**src/rtl/ps16_bus_arbiter_pkg.sv**
```systemverilog
// Shared definitions for the PiStorm16 bus arbiter: state encodings,
// the default grant timeout and the Pi status-bit position of ext_master.
package ps16_pkg;

    localparam logic [2:0] ST_IDLE_ENC    = 3'd0;
    localparam logic [2:0] ST_PENDING_ENC = 3'd1;
    localparam logic [2:0] ST_GRANT_ENC   = 3'd2;
    localparam logic [2:0] ST_OWNED_ENC   = 3'd3;
    localparam logic [2:0] ST_RECLAIM_ENC = 3'd4;

    typedef enum logic [2:0] {
        ST_IDLE    = ST_IDLE_ENC,
        ST_PENDING = ST_PENDING_ENC,
        ST_GRANT   = ST_GRANT_ENC,
        ST_OWNED   = ST_OWNED_ENC,
        ST_RECLAIM = ST_RECLAIM_ENC
    } arbState_e;

    localparam int GRANT_TIMEOUT_DEFAULT = 16;

    localparam int PI_STATUS_EXT_MASTER_BIT = 3;

    // Enough bits to hold the count value equal to the limit itself.
    function automatic int timerWidth(input int limit);
        return (limit < 1) ? 1 : $clog2(limit + 1);
    endfunction

endpackage

```
**src/rtl/ps16_bus_arbiter_if.sv**
```systemverilog
// Handshake bundle between the arbiter (master modport) and the
// edge synchronizer / access engine side (slave modport).
interface ps16_bus_arbiter_if #(
    parameter int CNT_W = 8
);

    logic             mc_clk_rising;
    logic             mc_clk_falling;
    logic             br_n;
    logic             bgack_n;
    logic             as_n;
    logic             start_req;
    logic             cycle_active;
    logic             start_grant;
    logic             bg_drive;
    logic             bus_released;
    logic             ext_master;
    logic             grant_timeout;
    logic [CNT_W-1:0] grant_count;

    modport master (
        input  mc_clk_rising,
        input  mc_clk_falling,
        input  br_n,
        input  bgack_n,
        input  as_n,
        input  start_req,
        input  cycle_active,
        output start_grant,
        output bg_drive,
        output bus_released,
        output ext_master,
        output grant_timeout,
        output grant_count
    );

    modport slave (
        output mc_clk_rising,
        output mc_clk_falling,
        output br_n,
        output bgack_n,
        output as_n,
        output start_req,
        output cycle_active,
        input  start_grant,
        input  bg_drive,
        input  bus_released,
        input  ext_master,
        input  grant_timeout,
        input  grant_count
    );

endinterface

```
**src/rtl/ps16_bus_arbiter.sv**
```systemverilog
// 68000-style bus arbitration controller: grants the Amiga bus to external
// DMA masters via nBG and holds the Pi access engine off the bus meanwhile.
module ps16_bus_arbiter
    import ps16_pkg::*;
#(
    parameter int GRANT_TIMEOUT = GRANT_TIMEOUT_DEFAULT,
    parameter int CNT_W         = 8
) (
    input  logic                sys_clk,
    input  logic                sys_rst,
    ps16_bus_arbiter_if.master  bus
);

    localparam int TMR_W = timerWidth(GRANT_TIMEOUT);
    localparam logic [TMR_W-1:0] TMR_LIMIT = TMR_W'(GRANT_TIMEOUT);

    arbState_e        state_q, state_d;
    logic [TMR_W-1:0] timer_q, timer_d;
    logic [TMR_W-1:0] timerInc;
    logic [CNT_W-1:0] grantCount_q, grantCount_d;
    logic             timeoutPulse_d;

    logic startGrant_q;
    logic bgDrive_q;
    logic busReleased_q;
    logic extMaster_q;
    logic grantTimeout_q;

    assign timerInc = timer_q + TMR_W'(1);

    // Bus-line inputs are only consulted together with the falling strobe,
    // so they are effectively sampled on the CLK_7M falling edge.
    always_comb begin
        state_d        = state_q;
        timer_d        = timer_q;
        grantCount_d   = grantCount_q;
        timeoutPulse_d = 1'b0;

        case (state_q)
            ST_IDLE: begin
                if (bus.mc_clk_falling && !bus.br_n)
                    state_d = ST_PENDING;
            end

            ST_PENDING: begin
                if (bus.mc_clk_falling && bus.br_n) begin
                    state_d = ST_IDLE;
                end else if (bus.mc_clk_rising && !bus.cycle_active) begin
                    state_d = ST_GRANT;
                    timer_d = '0;
                end
            end

            ST_GRANT: begin
                if (bus.mc_clk_falling && !bus.bgack_n) begin
                    state_d      = ST_OWNED;
                    grantCount_d = grantCount_q + CNT_W'(1);
                end else if (bus.mc_clk_falling && bus.br_n) begin
                    state_d = ST_IDLE;
                end else if (bus.mc_clk_rising) begin
                    timer_d = timerInc;
                    if (timerInc == TMR_LIMIT) begin
                        state_d        = ST_IDLE;
                        timeoutPulse_d = 1'b1;
                    end
                end
            end

            // The master only really leaves once both BGACK and AS are released.
            ST_OWNED: begin
                if (bus.mc_clk_falling && bus.bgack_n && bus.as_n) begin
                    if (!bus.br_n) begin
                        state_d = ST_GRANT;
                        timer_d = '0;
                    end else begin
                        state_d = ST_RECLAIM;
                    end
                end
            end

            ST_RECLAIM: begin
                if (bus.mc_clk_rising)
                    state_d = ST_IDLE;
            end

            default: state_d = ST_IDLE;
        endcase
    end

    // Outputs are registered decodes of the next state so every output
    // moves exactly one sys_clk after its qualifying strobe.
    always_ff @(posedge sys_clk) begin
        if (sys_rst) begin
            state_q        <= ST_IDLE;
            timer_q        <= '0;
            grantCount_q   <= '0;
            startGrant_q   <= 1'b0;
            bgDrive_q      <= 1'b0;
            busReleased_q  <= 1'b0;
            extMaster_q    <= 1'b0;
            grantTimeout_q <= 1'b0;
        end else begin
            state_q        <= state_d;
            timer_q        <= timer_d;
            grantCount_q   <= grantCount_d;
            startGrant_q   <= (state_d == ST_IDLE);
            bgDrive_q      <= (state_d == ST_GRANT);
            busReleased_q  <= (state_d == ST_GRANT) || (state_d == ST_OWNED) ||
                              (state_d == ST_RECLAIM);
            extMaster_q    <= (state_d == ST_OWNED);
            grantTimeout_q <= timeoutPulse_d;
        end
    end

    assign bus.start_grant   = startGrant_q;
    assign bus.bg_drive      = bgDrive_q;
    assign bus.bus_released  = busReleased_q;
    assign bus.ext_master    = extMaster_q;
    assign bus.grant_timeout = grantTimeout_q;
    assign bus.grant_count   = grantCount_q;

endmodule

```
**src/flat_wrapper.sv**
```systemverilog
// flat-port wrapper written by rule: the top's interface ports become plain ports
module ps16_bus_arbiter_flat import ps16_pkg::*;
#(
    parameter int GRANT_TIMEOUT = GRANT_TIMEOUT_DEFAULT,
    parameter int CNT_W         = 8
)
  (sys_clk, sys_rst, bus_mc_clk_rising, bus_mc_clk_falling, bus_br_n, bus_bgack_n, bus_as_n, bus_start_req, bus_cycle_active, bus_start_grant, bus_bg_drive, bus_bus_released, bus_ext_master, bus_grant_timeout, bus_grant_count);
  ps16_bus_arbiter_if #(.CNT_W(CNT_W)) bus_i ();
  input  logic sys_clk;
  input  logic sys_rst;
  input wire logic [$bits(bus_i.mc_clk_rising)-1:0] bus_mc_clk_rising;
  input wire logic [$bits(bus_i.mc_clk_falling)-1:0] bus_mc_clk_falling;
  input wire logic [$bits(bus_i.br_n)-1:0] bus_br_n;
  input wire logic [$bits(bus_i.bgack_n)-1:0] bus_bgack_n;
  input wire logic [$bits(bus_i.as_n)-1:0] bus_as_n;
  input wire logic [$bits(bus_i.start_req)-1:0] bus_start_req;
  input wire logic [$bits(bus_i.cycle_active)-1:0] bus_cycle_active;
  output wire logic [$bits(bus_i.start_grant)-1:0] bus_start_grant;
  output wire logic [$bits(bus_i.bg_drive)-1:0] bus_bg_drive;
  output wire logic [$bits(bus_i.bus_released)-1:0] bus_bus_released;
  output wire logic [$bits(bus_i.ext_master)-1:0] bus_ext_master;
  output wire logic [$bits(bus_i.grant_timeout)-1:0] bus_grant_timeout;
  output wire logic [$bits(bus_i.grant_count)-1:0] bus_grant_count;
  assign bus_i.mc_clk_rising = bus_mc_clk_rising;
  assign bus_i.mc_clk_falling = bus_mc_clk_falling;
  assign bus_i.br_n = bus_br_n;
  assign bus_i.bgack_n = bus_bgack_n;
  assign bus_i.as_n = bus_as_n;
  assign bus_i.start_req = bus_start_req;
  assign bus_i.cycle_active = bus_cycle_active;
  assign bus_start_grant = bus_i.start_grant;
  assign bus_bg_drive = bus_i.bg_drive;
  assign bus_bus_released = bus_i.bus_released;
  assign bus_ext_master = bus_i.ext_master;
  assign bus_grant_timeout = bus_i.grant_timeout;
  assign bus_grant_count = bus_i.grant_count;
  ps16_bus_arbiter #(.GRANT_TIMEOUT(GRANT_TIMEOUT), .CNT_W(CNT_W)) u_core (.sys_clk(sys_clk), .sys_rst(sys_rst), .bus(bus_i));
endmodule
```
**config.mk**
```make
export PLATFORM = sky130hd
export DESIGN_NAME = ps16_bus_arbiter_flat
export DESIGN_NICKNAME = d
export VERILOG_FILES = /design/src/rtl/ps16_bus_arbiter_pkg.sv /design/src/rtl/ps16_bus_arbiter_if.sv /design/src/rtl/ps16_bus_arbiter.sv /design/src/flat_wrapper.sv
export SDC_FILE = /design/constraint.sdc
export NUM_CORES = 1
export LEC_CHECK = 0
export BUFFER_PORTS_ARGS = -buffer_cell sky130_fd_sc_hd__buf_2
export CAP_MARGIN = 10
export CELL_PAD_IN_SITES_DETAIL_PLACEMENT = 0
export CELL_PAD_IN_SITES_GLOBAL_PLACEMENT = 2
export CORE_UTILIZATION = 31
export DETAILED_ROUTE_END_ITERATION = 10
export PLACE_DENSITY = 0.78
export SYNTH_ARGS = -nofsm -noshare
export SYNTH_HDL_FRONTEND = slang
export SYNTH_SLANG_ARGS = --single-unit
```
**constraint.sdc**
```tcl
create_clock -name sys_clk -period 1.65 [get_ports sys_clk]
set_input_delay 0.2475 -clock sys_clk [delete_from_list [all_inputs] [get_ports sys_clk]]
set_output_delay 0.2475 -clock sys_clk [all_outputs]
set_load 0.005 [all_outputs]
```
==> flow_metrics.env, run 1 <==
export IMPL_mostFrequentLayoutCells="buf_2 (20), dfxtp_1 (18), buf_4 (11), nor2_1 (9), nand2_1 (7)"
export IMPL_drtIter0Drc=33
export IMPL_num_rows=21
export IMPL_holdCritPathClass="in -> reg"
export IMPL_use_met3_pct=3.125
export IMPL_cts_buffers=3
export IMPL_syn_area_per_cell_um2=8.691
export IMPL_synthFlopType="dfxtp_1"
export IMPL_netlist_top_cells_area="dfxtp_1 (38%), xnor2_1 (3.1%), nor2_1 (3.0%)"
export IMPL_synth_cells=129
export IMPL_grt_pass1_wl_mm=4.629
export IMPL_post_cts_setup_buffers=0
export IMPL_clk_pin_slew_ns=0.12
export IMPL_cts_resized=0
export IMPL_power_switching_w=0.0002454
export IMPL_syn_cell_area_um2=1121
export IMPL_num_nets_final=170
export IMPL_setup_viol=0
export IMPL_num_io_pins=22
export IMPL_clock_latency_ns=0.31
export IMPL_final_util_pct=40.35
export IMPL_powerDensity_nw_per_um2=667.2
export IMPL_synth_distinct_cells=42
export IMPL_rr_worst_depth=5
export IMPL_grt_pass1_vias=1035
export IMPL_period_minus_slack_ns=1.537
export IMPL_hold_depth=2
export IMPL_final_common_cell="buf_2"
export IMPL_grt_max_degree=14
export IMPL_die_h_um=62.14
export IMPL_num_vias=1097
export IMPL_p_int_w=0.0006670
export IMPL_skew_ns=0.004601
export IMPL_htreeDepth=1
export IMPL_async_flop_share_pct=0
export IMPL_start_util_pct=33.07
export IMPL_core_um2=3390
export IMPL_place_congestion=0.7996
export IMPL_die_w_um=62.14
export IMPL_timing_hold_violations_final=0
export IMPL_cts_root_buf="clkbuf_4"
export IMPL_vdd_ir_drop_max_mv=0.2112
export IMPL_cts_tree="built"
export IMPL_yosysTopAreaCellShare_pct=37.50
export IMPL_wl_per_cell_um=12.75
export IMPL_max_slew_margin_pct=67.86
export IMPL_status="completed"
export IMPL_ys_warnings_count=0
export IMPL_synth_edf_count=0
export IMPL_syn_nets=140
export IMPL_clockBufferDepth=2
export IMPL_postRouteAntennaNets=0
export IMPL_synth_seq_area_share_pct=37.50
export IMPL_dieArea_um2=3861
export IMPL_syn_to_final_growth_pct=21.99
export IMPL_maxCapViolCount=0
export IMPL_antenna_found_initial=0
export IMPL_max_freq_ghz=0.6506
export IMPL_viasPerCell=5.377
export IMPL_drive_above_1_share_pct=26.58
export IMPL_fin_cells=204
export IMPL_rsz0062_at_grt="false"
export IMPL_groute_layer_met2_usage_pct=24.04
export IMPL_switching_share_pct=26.90
export IMPL_power_share_sequential_pct=57.4
export IMPL_p_leak_nw=0.5279
export IMPL_p_clk_share_pct=28.6
export IMPL_slew_violations=0
export IMPL_comb_power_share_pct=13.9
export IMPL_hpwl_mm=2.010
export IMPL_yosysTopAreaCell="dfxtp_1"
export IMPL_place_inst=200
export IMPL_finalSetupTns_ns=0
export IMPL_port_buffers=20
export IMPL_worst_slew_pin_slew_ns=0.4812
export IMPL_ys_ff_latch=21
export IMPL_wl_mm=2.602
export IMPL_drc=0
export IMPL_antenna_cells=0
export IMPL_critPathKind="reg -> reg"
export IMPL_worstPathRequired_ns=1.91
export IMPL_grt_total_usage_pct=14.98
export IMPL_busiest_layer="met2"
export IMPL_crit_path_end_kind="flop"
export IMPL_ctsHoldBuffers=0
export IMPL_cp_arrival_ns=1.79
export IMPL_firstDrtPassIters=4
export IMPL_start_kind="flop"
export IMPL_clock_sinks=21
export IMPL_globalRouteMet1Util_pct=19.14
export IMPL_gr_total_overflow=0
export IMPL_post_route_period_util_pct=93.16
export IMPL_crit_fanout=7
[power by group through the flow]
stage	sequential [W]	combinational (W)	clock, W
floorplan	0.000534	0.0000772	0
global placement	0.000535	0.000127	0
detailed placement	0.000535	0.000127	0
CTS	0.000524	0.000128	0.000276
global route	0.000526	0.000143	0.000299
finish	0.000524	0.000127	0.000261
[cell type report]
class                           instances  area, um^2
Timing Repair Buffer                   31       182.7
Tap cell                               46       57.56
Clock buffer                            3       22.52
Multi-Input combinational cell         99       661.9
Clock inverter                          1       7.507
Inverter                                3       11.26
Fill cell                             363        2022
Sequential cell                        21       424.2
[sequential cells by signal, indices dropped and copies added (netlist names)]
name	cells
u_core.bus.bus_released	1
u_core.state_q	3
u_core.bus.start_grant	1
u_core.bus.grant_timeout	1
u_core.timer_q	5
u_core.bus.ext_master	1
u_core.bus.grant_count	8
u_core.bus.bg_drive	1
[layer usage]
metal / part of all wire (%) / wire length [um] / vias up
met5: 0 / 0 / -
met4: 1.8 / 48 / 0
met3: 3.9 / 101 / 4
met2: 44 / 1147 / 24
met1: 50 / 1305 / 521
li1: - / - / 548
[synth_stat cells, drive strengths merged (3+ instances only)]
library cell and instances:
dfxtp 21, nor2 9, o21ai 8, nand2 7
a21oi 6, nand3 6, a31oi 5, clkbuf 5
nor2b 5, o31ai 4, xnor2 4, a211oi 3
a32o 3, inv 3, nand4b 3, nor4 3
[worst max-delay path: stages (launching register included)]
cell	delay (ns)
dfxtp_2	0.38
buf_4	0.16
nor3b_4	0.24
nand4_1	0.20
or3_1	0.36
a21oi_1	0.15
[path summary, 6_finish.rpt]
path	slack [ns]	startpoint	endpoint
worst min register to register	0.50	u_core.bus.grant_count[1]	u_core.bus.grant_count[1]
worst max register to register	0.11	u_core.state_q[0]	u_core.bus.grant_count[4]
worst max-delay path	0.11	u_core.state_q[0]	u_core.bus.grant_count[4]
worst min-delay path	0.23	sys_rst	u_core.bus.grant_count[2]
[cell families after synthesis]
logic type | after synthesis | share of synthesized area (%)
DFF | 21 | 37.50
buffers and inverters | 9 | 3.683
AOI/OAI and AO/OA | 37 | 22.10
adders and majority gates | 2 | 2.232
and+or+nand+nor | 54 | 29.69
xor gates and xnor gates | 5 | 3.906
muxes | 1 | 0.8929
[through the flow]
stage          hold slack (ns)  total power, W  setup slack, ns  cell area, um^2
2_1_floorplan           0.4211       0.0006112           0.1558             1121
3_3_place_gp            0.4819       0.0006623           0.1189             1331
3_5_place_dp            0.4843       0.0006624          0.02382             1331
4_1_cts                 0.2219       0.0009279          0.04384             1361
5_1_grt                 0.2220       0.0009682          0.01148             1368
6_report                0.2271       0.0009125           0.1129             1368
Note: power is estimated with default switching activity, not from simulation.
==> run 2, diff against run 1 <==
--- a/config.mk
+++ b/config.mk
@@ -8,10 +8,11 @@
 export BUFFER_PORTS_ARGS = -buffer_cell sky130_fd_sc_hd__buf_2
 export CAP_MARGIN = 10
 export CELL_PAD_IN_SITES_DETAIL_PLACEMENT = 0
-export CELL_PAD_IN_SITES_GLOBAL_PLACEMENT = 2
-export CORE_UTILIZATION = 31
+export CELL_PAD_IN_SITES_GLOBAL_PLACEMENT = 1
+export CORE_UTILIZATION = 40
 export DETAILED_ROUTE_END_ITERATION = 10
-export PLACE_DENSITY = 0.78
+export PLACE_DENSITY = 0.8
+export REMOVE_ABC_BUFFERS = 1
 export SYNTH_ARGS = -nofsm -noshare
 export SYNTH_HDL_FRONTEND = slang
 export SYNTH_SLANG_ARGS = --single-unit
==> run 2 against run 1 <==
Effect of this change:
- cell area is 2.6% lower
- sequential power about the same
- critical path depth is the same
- flip-flop and latch count is the same
- sequential share of layout area up 0.72 points
- count of clock-buffer cells in the layout is the same
- non-clock buffer count fell by 2
- largest cell class unchanged
- critical path type unchanged
- clock skew shrank 0.0030 ns
- clock power barely moved
==> flow_metrics.env, run 2 (synthesis results as in run 1) <==
export IMPL_fin_area_um2=1333
export IMPL_p_leak_nw=0.5202
export IMPL_clk_pin_slew_ns=0.12
export IMPL_cts_tree="built"
export IMPL_period_minus_slack_ns=1.547
export IMPL_post_route_period_util_pct=93.73
export IMPL_wl_per_cell_um=13.59
export IMPL_port_buffers=20
export IMPL_num_rows=18
export IMPL_setup_viol=0
export IMPL_gr_total_overflow=0
export IMPL_drtIter0Drc=22
export IMPL_vdd_ir_drop_max_mv=0.3449
export IMPL_max_freq_ghz=0.6466
export IMPL_grt_max_degree=15
export IMPL_clockBufferDepth=2
export IMPL_critPathKind="reg -> reg"
export IMPL_reg2reg_to="u_core.timer_q[4]"
export IMPL_place_area_um2=1296
export IMPL_place_congestion=0.7785
export IMPL_num_fill_cells=259
export IMPL_cts_buffers=3
export IMPL_p_total_w=0.0009108
export IMPL_holdCritPathClass="in -> reg"
export IMPL_htreeDepth=1
export IMPL_die_h_um=54.94
export IMPL_start_kind="flop"
export IMPL_powerDensity_nw_per_um2=683.5
export IMPL_finalSetupTns_ns=0
export IMPL_worst_slew_pin_slew_ns=0.5311
export IMPL_dieArea_um2=3018
export IMPL_clock_latency_ns=0.31
export IMPL_die_w_um=54.94
export IMPL_hold_depth=2
export IMPL_crit_fanout=6
export IMPL_grt_pass1_wl_mm=3.939
export IMPL_antenna_found_initial=0
export IMPL_num_io_pins=22
export IMPL_core_um2=2567
export IMPL_viasPerCell=5.726
export IMPL_hpwl_mm=1.815
export IMPL_hp_start="sys_rst"
export IMPL_pre_cts_ws_ns=0.05992
export IMPL_antenna_cells=0
export IMPL_cts_root_buf="clkbuf_4"
export IMPL_multi_input_area_um2=663.1
export IMPL_drive_above_1_share_pct=25.00
export IMPL_crit_path_end_kind="flop"
export IMPL_grt_pass1_vias=920
export IMPL_firstDrtPassIters=4
export IMPL_regArea_um2=422.9
export IMPL_fin_ws_ns=0.1034
export IMPL_min_to="u_core.timer_q[0]"
export IMPL_final_common_cell="buf_2"
export IMPL_num_nets_final=168
export IMPL_cp_arrival_ns=1.76
export IMPL_largest_register_ffs=8
export IMPL_drc=0
export IMPL_syn_to_final_growth_pct=18.86
export IMPL_post_cts_setup_buffers=0
export IMPL_maxCapViolCount=0
export IMPL_postRouteAntennaNets=0
export IMPL_slew_violations=0
export IMPL_clock_sinks=21
export IMPL_wl_mm=2.527
export IMPL_status="completed"
export IMPL_skew_ns=0.001579
export IMPL_max_slew_margin_pct=64.52
export IMPL_timing_hold_violations_final=0
export IMPL_rsz0062_at_grt="true"
export IMPL_grt_total_usage_pct=18.36
export IMPL_mostFrequentLayoutCells="buf_2 (20), dfxtp_1 (19), nor2_1 (9), buf_4 (9), nand2_1 (7)"
export IMPL_worstPathRequired_ns=1.87
export IMPL_rr_worst_depth=5
export IMPL_regToRegSetupSlack_ns=0.10
export IMPL_num_vias=1065
export IMPL_r2r_start="u_core.timer_q[0]"
export IMPL_whs_ns=0.1993
export IMPL_start_util_pct=43.66
==> run 2: worst max-delay path by stage <==
| stage | start | endpoint | slack [ns] | cells after the start |
|---|---|---|---|---|
| after floorplan | u_core.state_q[1] | u_core.bus.grant_count[7] | 0.15 | 4 |
| after global placement | u_core.state_q[0] | u_core.bus.bg_drive | 0.09 | 4 |
| after detailed placement | u_core.state_q[0] | u_core.bus.bg_drive | 0.06 | 4 |
| after CTS | u_core.state_q[0] | u_core.bus.grant_count[6] | 0.05 | 5 |
| after global routing | u_core.state_q[0] | u_core.bus.grant_count[4] | -0.02 | 5 |
| final | u_core.timer_q[0] | u_core.timer_q[4] | 0.10 | 5 |
==> run 2: cell type report <==
class,instances,share of cell area [%]
multi-input cells,99,49.77
inverters,3,0.8451
repair buffers,29,12.58
clock buffers,3,1.690
well taps,30,2.817
flip-flops and latches,21,31.74
clock inverters,1,0.5634
==> run 2: metal layers <==
| metal | vias to the layer above | wire length [um] | track usage [%] |
|---|---|---|---|
| li1 | 549 | - | - |
| met5 | - | 0 | 0 |
| met1 | 486 | 1260 | 24.75 |
| met4 | 0 | 42 | 7.500 |
| met2 | 25 | 1118 | 29.32 |
| met3 | 5 | 106 | 2.459 |
==> run 2: power breakdown <==
part           switching, W  total, W  internal, W  leakage, nW
logic             0.0000679  0.000124    0.0000561        0.336
clock network      0.000168  0.000261    0.0000926       0.0139
registers        0.00000935  0.000526     0.000517        0.171
total              0.000245  0.000911     0.000665        0.520
==> run 2: per-stage QoR <==
| step | std cells | utilization, % |
|---|---|---|
| floorplan | 123 | - |
| global placement | 182 | 50.49 |
| detailed placement | 182 | 50.49 |
| CTS | 186 | 51.80 |
| global route | 186 | 51.90 |
| finish | 186 | 51.90 |
==> run 2: critical path: stages, from the launching register on <==
cell	delay (ns)
dfxtp_1	0.45
ha_1	0.28
a31oi_1	0.11
o31ai_1	0.20
nand4b_1	0.13
a32o_1	0.27
==> run 2: repair_timing <==
action | in CTS | in global routing
hold buffers | 0 | 0
endpoints found under the hold margin | 0 | 0
gates resized for setup | 1 | 2
endpoints found under the setup margin | 2 | 4
